==> config.mk <==
export PLATFORM = sky130hd
export DESIGN_NAME = execute_cond_stage
export DESIGN_NICKNAME = d
export VERILOG_FILES = /design/src/rtl/exec_pkg.sv /design/src/rtl/cond_unit.sv /design/src/rtl/execute_cond_stage.sv
export SDC_FILE = /design/constraint.sdc
export NUM_CORES = 1
export LEC_CHECK = 0
export ABC_AREA = 1
export BUFFER_PORTS_ARGS = -buffer_cell sky130_fd_sc_hd__buf_4
export CORE_UTILIZATION = 55
export CTS_BUF_LIST = sky130_fd_sc_hd__clkbuf_8 sky130_fd_sc_hd__clkbuf_16
export CTS_CLUSTER_SIZE = 20
export DETAILED_ROUTE_END_ITERATION = 8
export PLACE_DENSITY = 0.81
export SYNTH_ARGS = -nofsm -noshare
export SYNTH_HDL_FRONTEND = slang
export SYNTH_HIERARCHICAL = 1
export SYNTH_SLANG_ARGS = --single-unit
==> constraint.sdc <==
create_clock -name clk -period 2.6 [get_ports clk]
set_clock_uncertainty 0.15 [all_clocks]
set_input_delay 0.52 -clock clk [delete_from_list [all_inputs] [get_ports clk]]
set_output_delay 0.52 -clock clk [all_outputs]
set_load 0.005 [all_outputs]
==> src/rtl/exec_pkg.sv <==
// exec_pkg: shared types and constants for the execute stage.
//   alu_op_e - 3-bit ALU operation encoding
//   cond_e   - 4-bit ARM-style condition code
//   flags_t  - packed NZCV flags (n at bit 3)
//   ctrl_t   - control bundle captured into EX/MEM, CTRL_BUBBLE is its squashed value
package exec_pkg;

  typedef enum logic [2:0] {
    ALU_ADD  = 3'b000,
    ALU_SUB  = 3'b001,
    ALU_AND  = 3'b010,
    ALU_ORR  = 3'b011,
    ALU_EOR  = 3'b100,
    ALU_MOV  = 3'b101,
    ALU_MUL  = 3'b110,
    ALU_RSVD = 3'b111
  } alu_op_e;

  typedef enum logic [3:0] {
    COND_EQ = 4'h0,
    COND_NE = 4'h1,
    COND_CS = 4'h2,
    COND_CC = 4'h3,
    COND_MI = 4'h4,
    COND_PL = 4'h5,
    COND_VS = 4'h6,
    COND_VC = 4'h7,
    COND_HI = 4'h8,
    COND_LS = 4'h9,
    COND_GE = 4'hA,
    COND_LT = 4'hB,
    COND_GT = 4'hC,
    COND_LE = 4'hD,
    COND_AL = 4'hE,
    COND_NV = 4'hF
  } cond_e;

  typedef struct packed {
    logic n;
    logic z;
    logic c;
    logic v;
  } flags_t;

  typedef struct packed {
    logic reg_write;
    logic mem_to_reg;
    logic mem_write;
    logic pc_src;
  } ctrl_t;

  localparam ctrl_t CTRL_BUBBLE = '{reg_write: 1'b0, mem_to_reg: 1'b0,
                                    mem_write: 1'b0, pc_src: 1'b0};

  localparam flags_t FLAGS_RESET = '{n: 1'b0, z: 1'b0, c: 1'b0, v: 1'b0};

endpackage

==> src/rtl/cond_unit.sv <==
// cond_unit: combinational evaluation of an ARM-style condition code.
//   cond_i    in  4   condition code (cond_e encoding)
//   flags_i   in  4   current NZCV flags
//   cond_ex_o out 1   1 when the instruction should execute
// Code 0xF has no defined meaning here and is treated as "always".
module cond_unit
  import exec_pkg::*;
(
  input  logic [3:0] cond_i,
  input  flags_t     flags_i,
  output logic       cond_ex_o
);

  logic ge_s;

  assign ge_s = (flags_i.n == flags_i.v);

  // Decode the condition against the flags
  always_comb begin
    cond_ex_o = 1'b1;
    case (cond_e'(cond_i))
      COND_EQ: cond_ex_o = flags_i.z;
      COND_NE: cond_ex_o = ~flags_i.z;
      COND_CS: cond_ex_o = flags_i.c;
      COND_CC: cond_ex_o = ~flags_i.c;
      COND_MI: cond_ex_o = flags_i.n;
      COND_PL: cond_ex_o = ~flags_i.n;
      COND_VS: cond_ex_o = flags_i.v;
      COND_VC: cond_ex_o = ~flags_i.v;
      COND_HI: cond_ex_o = flags_i.c & ~flags_i.z;
      COND_LS: cond_ex_o = ~flags_i.c | flags_i.z;
      COND_GE: cond_ex_o = ge_s;
      COND_LT: cond_ex_o = ~ge_s;
      COND_GT: cond_ex_o = ~flags_i.z & ge_s;
      COND_LE: cond_ex_o = flags_i.z | ~ge_s;
      COND_AL: cond_ex_o = 1'b1;
      COND_NV: cond_ex_o = 1'b1;
      default: cond_ex_o = 1'b1;
    endcase
  end

endmodule

==> src/rtl/execute_cond_stage.sv <==
// execute_cond_stage: execute stage of the pipeline. Evaluates the condition
// field against NZCV, runs the ALU, updates the flags register and captures
// the EX/MEM pipeline register. All state changes on the falling clock edge.
//
// Optional feature macro: EXEC_MUL_EN
//   defined   - opcode 110 is a truncated WIDTH x WIDTH multiply
//   undefined - opcode 110 behaves like the reserved opcode (result 0)
//
// Ports:
//   clk, rst (async active-low), stall, flush
//   RegWriteE, MemtoRegE, MemWriteE, BranchE, ALUSrcE, FlagsWriteE - decoded controls
//   ALUControlE[2:0], CondE[3:0], WA3E[3:0], rd1E, rd2E, ExtImmE [WIDTH-1:0]
//   RegWriteM, MemtoRegM, MemWriteM, PCSrcM - gated controls to memory stage
//   WA3M[3:0], ALUResultM, WriteDataM [WIDTH-1:0], FlagsQ[3:0] (N at bit 3)
module execute_cond_stage
  import exec_pkg::*;
#(
  parameter int WIDTH = 32
) (
  input  logic             clk,
  input  logic             rst,
  input  logic             stall,
  input  logic             flush,
  input  logic             RegWriteE,
  input  logic             MemtoRegE,
  input  logic             MemWriteE,
  input  logic             BranchE,
  input  logic             ALUSrcE,
  input  logic             FlagsWriteE,
  input  logic [2:0]       ALUControlE,
  input  logic [3:0]       CondE,
  input  logic [3:0]       WA3E,
  input  logic [WIDTH-1:0] rd1E,
  input  logic [WIDTH-1:0] rd2E,
  input  logic [WIDTH-1:0] ExtImmE,
  output logic             RegWriteM,
  output logic             MemtoRegM,
  output logic             MemWriteM,
  output logic             PCSrcM,
  output logic [3:0]       WA3M,
  output logic [WIDTH-1:0] ALUResultM,
  output logic [WIDTH-1:0] WriteDataM,
  output logic [3:0]       FlagsQ
);

  // Architectural flags and EX/MEM register
  flags_t           flags_q, flags_d;
  ctrl_t            ctrl_q, ctrl_d;
  logic [3:0]       wa3_q;
  logic [WIDTH-1:0] alu_result_q;
  logic [WIDTH-1:0] write_data_q;

  // Datapath
  logic             cond_ex_s;
  logic             is_sub_s;
  logic             is_arith_s;
  logic             flag_we_s;
  logic [WIDTH-1:0] src_b_s;
  logic [WIDTH-1:0] b_op_s;
  logic [WIDTH:0]   sum_s;
  logic             add_v_s;
  logic [WIDTH-1:0] result_s;

  cond_unit u_cond_unit (
    .cond_i    (CondE),
    .flags_i   (flags_q),
    .cond_ex_o (cond_ex_s)
  );

  assign src_b_s = ALUSrcE ? ExtImmE : rd2E;

  // ADD and SUB share one adder: SUB is A + ~B + 1, so the carry out is
  // the "no borrow" flag and the overflow test is identical for both.
  assign is_sub_s   = (ALUControlE == 3'b001);
  assign is_arith_s = (ALUControlE == 3'b000) | is_sub_s;
  assign b_op_s     = is_sub_s ? ~src_b_s : src_b_s;
  assign sum_s      = {1'b0, rd1E} + {1'b0, b_op_s} + {{WIDTH{1'b0}}, is_sub_s};
  assign add_v_s    = (rd1E[WIDTH-1] == b_op_s[WIDTH-1]) &&
                      (sum_s[WIDTH-1] != rd1E[WIDTH-1]);

`ifdef EXEC_MUL_EN
  logic [WIDTH-1:0] mul_s;
  assign mul_s = rd1E * src_b_s;
`endif

  // ALU result selection
  always_comb begin
    result_s = '0;
    case (alu_op_e'(ALUControlE))
      ALU_ADD:  result_s = sum_s[WIDTH-1:0];
      ALU_SUB:  result_s = sum_s[WIDTH-1:0];
      ALU_AND:  result_s = rd1E & src_b_s;
      ALU_ORR:  result_s = rd1E | src_b_s;
      ALU_EOR:  result_s = rd1E ^ src_b_s;
      ALU_MOV:  result_s = src_b_s;
`ifdef EXEC_MUL_EN
      ALU_MUL:  result_s = mul_s;
`else
      ALU_MUL:  result_s = '0;
`endif
      ALU_RSVD: result_s = '0;
      default:  result_s = '0;
    endcase
  end

  // Next flags: N/Z from every op, C/V only from ADD/SUB
  always_comb begin
    flags_d   = flags_q;
    flags_d.n = result_s[WIDTH-1];
    flags_d.z = (result_s == '0);
    if (is_arith_s) begin
      flags_d.c = sum_s[WIDTH];
      flags_d.v = add_v_s;
    end else begin
      flags_d.c = flags_q.c;
      flags_d.v = flags_q.v;
    end
  end

  assign flag_we_s = FlagsWriteE & cond_ex_s & ~stall & ~flush;

  // Control bundle gated by the condition result
  always_comb begin
    ctrl_d            = CTRL_BUBBLE;
    ctrl_d.reg_write  = RegWriteE & cond_ex_s;
    ctrl_d.mem_to_reg = MemtoRegE;
    ctrl_d.mem_write  = MemWriteE & cond_ex_s;
    ctrl_d.pc_src     = BranchE & cond_ex_s;
  end

  // EX/MEM register: flush writes a bubble and wins over stall
  always_ff @(negedge clk or negedge rst) begin
    if (!rst) begin
      ctrl_q       <= CTRL_BUBBLE;
      wa3_q        <= 4'h0;
      alu_result_q <= '0;
      write_data_q <= '0;
    end else if (flush) begin
      ctrl_q       <= CTRL_BUBBLE;
      wa3_q        <= 4'h0;
      alu_result_q <= '0;
      write_data_q <= '0;
    end else if (!stall) begin
      ctrl_q       <= ctrl_d;
      wa3_q        <= WA3E;
      alu_result_q <= result_s;
      write_data_q <= rd2E;
    end
  end

  // Flags register
  always_ff @(negedge clk or negedge rst) begin
    if (!rst) begin
      flags_q <= FLAGS_RESET;
    end else if (flag_we_s) begin
      flags_q <= flags_d;
    end
  end

  assign RegWriteM  = ctrl_q.reg_write;
  assign MemtoRegM  = ctrl_q.mem_to_reg;
  assign MemWriteM  = ctrl_q.mem_write;
  assign PCSrcM     = ctrl_q.pc_src;
  assign WA3M       = wa3_q;
  assign ALUResultM = alu_result_q;
  assign WriteDataM = write_data_q;
  assign FlagsQ     = flags_q;

endmodule

==> reports/metrics.cfg, run 1 <==
[status]
outcome = did not finish
haltStage = 5_1_grt
tool.error = [ERROR GRT-0116] Global routing finished with congestion. Check the congestion regions in the DRC Viewer.

[synthesis]
async_flop_share = 1.00
syn_area_per_cell_um2 = 6.46
ys_warn_count = 6
synth_ff_type = dfrtn_1
synth_area_um2 = 8430
ys_seq_area_frac = 0.226
ys_top_cells_by_area = dfrtn_1 (23%), nand2_1 (16%), ha_1 (15%)
synth_cells = 1305
synth_edf_count = 0
synth_fp_nets = 1521
post-synth-top-area-cell = dfrtn_1
synth_cell_types = 47
ys_seq_elements = 76
synth_top_area_share = 0.226

[cts]
h-tree-depth = 3
cts_sinks = 76
cts_buffer_depth = 2
root_buffer = clkbuf_16
cts-buffers-inserted = 9
postCtsHoldBufs = 0

[placed_design]
io_buffers = 192
hpwlAfterDp_um = 27300
dpl_cell_area_um2 = 12100
numPlacedInstances = 1903
place_congestion = 0.976

[floorplanning]
start_util = 0.571
num_rows = 44
ioPinCount = 193
fp.dieH_um = 126
die_w_um = 126

[grt]
grt_usage = 0.840
grt_pass1_vias = 16216
grt_max_degree = 74
grt_pass1_wl_um = 104000
grt_overflow = 346

repair_timing:
action	4_1_cts
cloned	2
endpoints found under the hold margin	0
setup buffers	71
gates resized for setup	288
pin swaps	93
setup endpoints to repair	152
metal layers:
metal | track usage | GRT overflow
met1 | 0.821 | 2
met2 | 1.02 | 197
met3 | 0.679 | 9
met4 | 0.916 | 138
met5 | 0.217 | 0
synthesized netlist by cell type (all sizes together), types with 2 or more instances:
master and count:
nand2 362, inv 205, nand3 144, o21ai 117, nor2 99, ha 98, dfrtn 76, a21oi 49
clkbuf 27, xnor2 25, buf 19, a221oi 15, nor3 9, nand4 8, xor2 8, o21a 7
nand3b 6, o2111ai 5, o21bai 4, o22ai 4, a31oi 3, clkinv 3, a211oi 2, a31o 2
o2bb2ai 2, or2 2
cells by family after synthesis:
family	count (synthesis)	share of synthesized area
fa+ha+maj	99	0.148
flops	76	0.226
xor+xnor	33	0.0343
simple gates	632	0.322
buf+inv	254	0.122
compound gates	211	0.148
per-stage QoR:
stage          setup slack, ns   util
4_1_cts                  -1.58  0.947
3_3_place_gp             -2.17  0.820
2_1_floorplan            -1.70      -
3_5_place_dp             -2.23  0.820
==> run 2, diff against run 1 <==
--- a/config.mk
+++ b/config.mk
@@ -7,11 +7,9 @@
 export LEC_CHECK = 0
 export ABC_AREA = 1
 export BUFFER_PORTS_ARGS = -buffer_cell sky130_fd_sc_hd__buf_4
-export CORE_UTILIZATION = 55
-export CTS_BUF_LIST = sky130_fd_sc_hd__clkbuf_8 sky130_fd_sc_hd__clkbuf_16
-export CTS_CLUSTER_SIZE = 20
+export CORE_UTILIZATION = 40
 export DETAILED_ROUTE_END_ITERATION = 8
-export PLACE_DENSITY = 0.81
+export PLACE_DENSITY_LB_ADDON = 0.15
 export SYNTH_ARGS = -nofsm -noshare
 export SYNTH_HDL_FRONTEND = slang
 export SYNTH_HIERARCHICAL = 1
==> reports/metrics.cfg, run 2 <==
[pwr]
p_int_mw = 3.81
sw_frac_of_total = 0.402
vdd_drop_max_uv = 343
power.switching_mw = 2.56
p_per_area_nw_per_um2 = 407
power_frac_clock = 0.182
power_leakage_nw = 8.16
pwr-share-comb = 0.606
p_seq_frac = 0.211

[status]
failed_checks = setup timing
outcome = finished with violations

[grt]
grt_pass1_vias = 10777
gr-usage-met3 = 0.0401
grt_usage = 0.323
met1_usage = 0.379
grt_overflow = 0
use_met2 = 0.582
grt_pass1_wl_um = 54800
grt-busiest-layer = met2
grt_max_degree = 74
antenna_found_initial = 0

[timing]
maxSlewViolCount = 0
max-slew-margin-rel = 0.629
hold_violations = 0
fin_ws_ns = -1.67
rsz0062_at_grt = true
worst_pin_slew_ns = 0.556
finalSetupViolations = 115
hold_slack_ns = 0.316
setup_tns_ns = -70.46

[placed_design]
io_buffers = 192  ; unchanged
place_congestion = 0.927  ; -5.0%
hpwlAfterDp_um = 26900  ; -1.5%
dpl_cell_area_um2 = 12400  ; +2.3%

[critical_path]
worstPathArrival_ns = 3.20
max_stage_delay_ns = 0.38
worstPathRequired_ns = 1.53
cp_num_buf_inv = 5
path_delay_family = simple AND/OR/NAND/NOR gates
cp_max_fo = 6
r2r-end = FlagsQ[2]
crit_type = input port to flop
r2r_slack_ns = 0
ff2ff_path_depth = 19
critical_path.cell_chain = buf_8 -> nor2_8 -> nand2_4 -> buf_12 -> buf_6 -> nand2_4 -> and2_4 -> inv_2 -> fa_2 -> inv_2 -> nand3_4 -> nand2_4 -> nand2_1 -> nand3_1 -> nand2_2 -> nor2_1 -> nand3_1 -> nor2_2 -> nand3_2 -> nor2_2 -> nand3_2 -> nor2_1 -> nand3_1 -> nand2_1
cp-end-kind = flop
start_kind = input port
cpMaxStageDelayCell = fa_2
reg2reg_from = FlagsQ[0]

[synthesis]
async_flop_share = 1.00  ; unchanged
ys_warn_count = 6  ; unchanged
synth_edf_count = 0  ; unchanged
ys_seq_area_frac = 0.226  ; unchanged
post-synth-top-area-cell = dfrtn_1
synth_area_um2 = 8430  ; unchanged
synth_cells = 1305  ; unchanged
synth_most_common_cell = nand2_1
ys_seq_elements = 76  ; unchanged
synthTopCellsByCount = nand2_1 (352), inv_1 (197), nand3_1 (140)
synth_ff_type = dfrtn_1
ys_top_cells_by_area = dfrtn_1 (23%), nand2_1 (16%), ha_1 (15%)
syn_area_per_cell_um2 = 6.46  ; unchanged
synth_cell_types = 47  ; unchanged
synth_top_area_share = 0.226  ; unchanged
synth_fp_nets = 1521  ; unchanged

[cts]
cts_tree = done
cts_sinks = 76  ; unchanged
clock_latency_ns = 0.35
cts-buffers-inserted = 9  ; unchanged
cts.clk_slew.worst_paths_ns = 0.04
postCtsHoldBufs = 0  ; unchanged
cts_buffer_depth = 2  ; unchanged
root_buffer = clkbuf_16
h-tree-depth = 3  ; unchanged

[run]
max_cap_violations = 0

[final_layout]
design_area_um2 = 15600
syn_to_final_growth_pct = 85.4
mostFrequentLayoutCells = buf_4 (488), nand2_1 (241), inv_1 (174)
final_common_cell = buf_4
final_nets = 2063
antennaDiodeCount = 0
drive_gt1_frac = 0.535
num-fill-cells = 1477

[min_path]
hp-start = WA3M[2]
min_to = WA3M[2]
hold_path_class = flop to flop
whs_path_depth = 2

[floorplanning]
fp.dieH_um = 147  ; +17%
die_area_um2 = 21700
num_rows = 52  ; +18%
die_w_um = 147  ; +17%
core-area_um2 = 20400
ioPinCount = 193  ; unchanged
start_util = 0.413  ; -0.159

[routing]
vias = 11183
avgRoutedWirePerCell_um = 17.9
drt_wl_total_um = 37900
drtIter0Drc = 691
drc = 0
vias_per_cell = 5.27
first_pass_iters = 5
ant_nets = 0

run 2: cell counts after synthesis:
Identical to the previous run, type by type.
run 2: worst max-delay path by stage:
stage | startpoint | to | slack (ns) | cells after the start
finish | ALUControlE[2] | FlagsQ[2] | -1.67 | 24
floorplan | ALUSrcE | FlagsQ[2] | -1.70 | 20
detailed placement | ALUSrcE | FlagsQ[2] | -2.40 | 21
global placement | ALUSrcE | FlagsQ[2] | -2.39 | 21
CTS | ALUControlE[1] | FlagsQ[2] | -1.63 | 23
global route | ALUControlE[2] | FlagsQ[2] | -1.83 | 24
run 2: power groups by stage:
stage | Sequential [mW] | Clock (mW) | Combinational, mW
floorplan | 1.37 | 0 | 1.26
global placement | 1.35 | 0 | 2.64
detailed placement | 1.36 | 0 | 2.67
CTS | 1.34 | 1.16 | 3.19
global route | 1.35 | 1.22 | 4.12
finish | 1.34 | 1.16 | 3.86
run 2: area by class of cell:
| class | count | area (µm²) | area share |
|---|---|---|---|
| multi-input combinational | 975 | 7420 | 0.475 |
| timing repair buffer | 576 | 4880 | 0.313 |
| sequential | 76 | 1900 | 0.122 |
| inverter | 208 | 793 | 0.0508 |
| tap | 270 | 338 | 0.0216 |
| clock buffer | 11 | 233 | 0.0149 |
| clock inverter | 5 | 37.5 | 0.00240 |
| timing repair inverter | 1 | 16.3 | 0.00104 |
run 2: logic make-up after synthesis:
group | Yosys count | synth area share
AOI/OAI and AO/OA | 211 | 0.148
xor gates and xnor gates | 33 | 0.0343
adders and majority gates | 99 | 0.148
buffers and inverters | 254 | 0.122
DFF | 76 | 0.226
and+or+nand+nor | 632 | 0.322
run 2: routing by layer:
layer	up-vias	part of all wire	routed length (µm)
li1	5305	-	-
met1	5285	0.38	14600
met2	463	0.51	19300
met5	-	0	0
met3	130	0.053	2010
met4	0	0.054	2060
run 2: timing repair:
| action | in CTS | in global routing |
|---|---|---|
| gates resized for setup | 318 | 245 |
| pin swaps | 89 | 145 |
| endpoints found under the setup margin | 152 | 147 |
| gates cloned | 8 | 1 |
| setup buffers | 48 | 47 |
run 2: worst register-to-register path, stage by stage, from the launching register on:
cell,delay (ns)
dfrtn_1,0.35
buf_4,0.13
buf_4,0.14
inv_1,0.07
nand2_1,0.07
nand2_1,0.09
nand2_1,0.07
nand2_1,0.06
nand3_1,0.08
nand4_2,0.15
nand4_1,0.19
inv_1,0.20
nand3_2,0.12
nor2_4,0.09
nand3_2,0.06
nor2_2,0.13
nand4_1,0.15
nor3_2,0.18
nand3_1,0.09
nand2_1,0.07
run 2: through the flow:
step	setup WS [ns]	power, mW	util	instances
3_3_place_gp	-2.39	4.00	0.606	2008
4_1_cts	-1.63	5.69	0.693	2077
2_1_floorplan	-1.70	2.63	-	1305
5_1_grt	-1.83	6.69	0.765	2122
3_5_place_dp	-2.40	4.03	0.606	2008
6_report	-1.67	6.36	0.765	2122
Power figures use the tool's default switching activity.
==> run 3, diff against run 2 <==
==> constraint.sdc (replaced) <==
create_clock -name clk -period 2.6 [get_ports clk]
set_clock_uncertainty 0.15 [all_clocks]
set_input_delay 0.52 -clock clk [delete_from_list [all_inputs] [get_ports clk]]
set_output_delay 0.52 -clock clk [all_outputs]
set_load 0.05 [all_outputs]
==> reports/metrics.cfg, run 3 (synthesis results as in run 2) <==
[status]
outcome = finished with violations
failed_checks = setup timing

[placed_design]
hpwlAfterDp_um = 26300  ; -2.1%
place_congestion = 0.939  ; +1.3%
dp_slack_ns = -2.35  ; +0.0494 ns
numPlacedInstances = 1987  ; -1.0%
io_buffers = 192  ; unchanged

[final_layout]
final_nets = 2054  ; -0.44%
final_common_cell = buf_4
mostFrequentLayoutCells = buf_4 (425), nand2_1 (218), inv_1 (172)
drive_gt1_frac = 0.548  ; +0.0130
final_cells = 2111  ; -0.52%
antennaDiodeCount = 0  ; unchanged
syn_to_final_growth_pct = 91.0

[timing]
setup_tns_ns = -73.48  ; -3.02 ns
worst_pin_slew_ns = 0.554  ; -0.00168 ns
finalSetupViolations = 115  ; unchanged
hold_violations = 0  ; unchanged
fin_ws_ns = -1.61  ; +0.0572 ns
hold_slack_ns = 0.337  ; +0.0216 ns
rsz0062_at_grt = true
max-slew-margin-rel = 0.631  ; +0.00112
maxSlewViolCount = 0  ; unchanged

[routing]
met2_length_um = 19800  ; +2.5%
first_pass_iters = 5  ; unchanged
ant_nets = 0  ; unchanged
drc = 0  ; unchanged
vias = 11260  ; +0.69%
drt_wl_total_um = 38800  ; +2.3%
drtIter0Drc = 766  ; +11%
avgRoutedWirePerCell_um = 18.4  ; +2.8%
wl_met3_um = 2170  ; +7.7%
vias_per_cell = 5.33  ; +1.2%
wl_met1_um = 14600  ; +0.31%
highest_layer = met4

[cts]
cts-buffers-inserted = 9  ; unchanged
cts_sinks = 76  ; unchanged
cts_tree = done
root_buffer = clkbuf_16
cts.clk_slew.worst_paths_ns = 0.04  ; about the same
postCtsHoldBufs = 0  ; unchanged
cts_buffer_depth = 2  ; unchanged
h-tree-depth = 3  ; unchanged
clock_latency_ns = 0.34  ; about the same

[critical_path]
worstPathRequired_ns = 1.53  ; about the same
cp_max_fo = 8  ; +2
worstPathArrival_ns = 3.14  ; -0.06 ns
cpMaxStageDelayCell = ha_4
crit_type = input port to flop
max_stage_delay_ns = 0.26  ; -0.12 ns
r2r_slack_ns = 0.04  ; +0.04 ns
critical_path.cell_chain = buf_8 -> nor2_8 -> nand2_8 -> buf_12 -> buf_8 -> xnor2_4 -> ha_4 -> nand2_2 -> inv_1 -> nand2_2 -> nand2_2 -> nand2_2 -> nand2_2 -> inv_1 -> nand3_1 -> nand2_1 -> nand2_2 -> a21oi_2 -> nand4_1 -> nor3_2 -> nand3_1 -> nand2_1
start_kind = input port
path_delay_family = simple AND/OR/NAND/NOR gates
cp_num_buf_inv = 5  ; unchanged
cp-end-kind = flop
cpMostUsedCell = nand2_2

[pwr]
vdd_drop_max_uv = 336  ; -1.9%
power_leakage_nw = 8.30  ; +1.7%
p_per_area_nw_per_um2 = 429  ; +5.4%

[min_path]
hold_path_class = flop to flop

[floorplanning]
num_rows = 52  ; unchanged
die_area_um2 = 21700  ; unchanged
die_w_um = 147  ; unchanged
core-area_um2 = 20400  ; unchanged
ioPinCount = 193  ; unchanged
start_util = 0.413  ; unchanged
fp.dieH_um = 147  ; unchanged

[run]
max_cap_violations = 0  ; unchanged

[grt]
grt_max_degree = 74  ; unchanged
grt_pass1_wl_um = 55900  ; +2.0%
grt_usage = 0.330  ; +0.00724
antenna_found_initial = 0  ; unchanged
grt_pass1_vias = 10937  ; +1.5%
grt_overflow = 0  ; unchanged

run 3: cell types whose count changed in the layout (fill, tap and decap cells not counted), sizes merged:
cell,previous run,this run
clkinv,6,3
bufinv,0,2
buf,574,561
bufbuf,1,3
clkbuf,12,13
run 3: path summary, 6_finish.rpt:
path,from,endpoint,depth (start not counted)
setup / recovery,ALUControlE[2],FlagsQ[2],22
hold / removal,ALUResultM[25],ALUResultM[25],2
setup reg to reg,FlagsQ[3],FlagsQ[2],19
hold reg to reg,ALUResultM[25],ALUResultM[25],2
max in group asynchronous,rst,RegWriteM,2
min in group asynchronous,rst,WA3M[2],1
run 3: worst reg2reg max path: stages (launching register included):
cell     delay [ns]
dfrtn_1        0.44
buf_4          0.15
inv_1          0.05
nand2_1        0.07
nand2_1        0.08
nand2_1        0.08
nand2_1        0.07
nand2_2        0.06
nor2_2         0.03
nand4_2        0.09
nand4_1        0.19
inv_1          0.21
nand3_1        0.10
nor2_1         0.13
nand3_2        0.08
nor2_2         0.12
nand4_1        0.15
nor3_2         0.18
nand3_1        0.09
nand2_1        0.06
run 3: cell type report:
cell class / count / area, µm²
timing repair inverter: 1 / 5.00
inverter: 208 / 806
clock inverter: 4 / 75.1
multi-input combinational: 975 / 7610
sequential: 76 / 1900
tap: 270 / 338
timing repair buffer: 567 / 5120
clock buffer: 10 / 239
fill: 1331 / 4330
run 3: per-layer routing:
| metal | vias up | track usage |
|---|---|---|
| met5 | - | 0 |
| met4 | 0 | 0.179 |
| met3 | 137 | 0.0475 |
| met2 | 482 | 0.584 |
| met1 | 5363 | 0.382 |
| li1 | 5278 | - |
run 3: report_power, final:
part	internal, mW	switching (mW)
clock	0.856	0.490
combinational	1.91	2.30
sequential	1.29	0.0742
run 3: stage by stage:
stage / cell area [µm²] / utilization / power [mW]
6_report: 16100 / 0.788 / 6.91
4_1_cts: 14800 / 0.725 / 6.37
3_5_place_dp: 12300 / 0.601 / 4.31
2_1_floorplan: 8750 / - / 2.96
5_1_grt: 16100 / 0.788 / 7.23
3_3_place_gp: 12300 / 0.601 / 4.28
run 3: what timing repair did:
action | in CTS | in global routing
gates cloned | 7 | 2
pin swaps | 131 | 129
resized for setup | 406 | 222
setup buffers | 61 | 44
setup endpoints to repair | 152 | 147
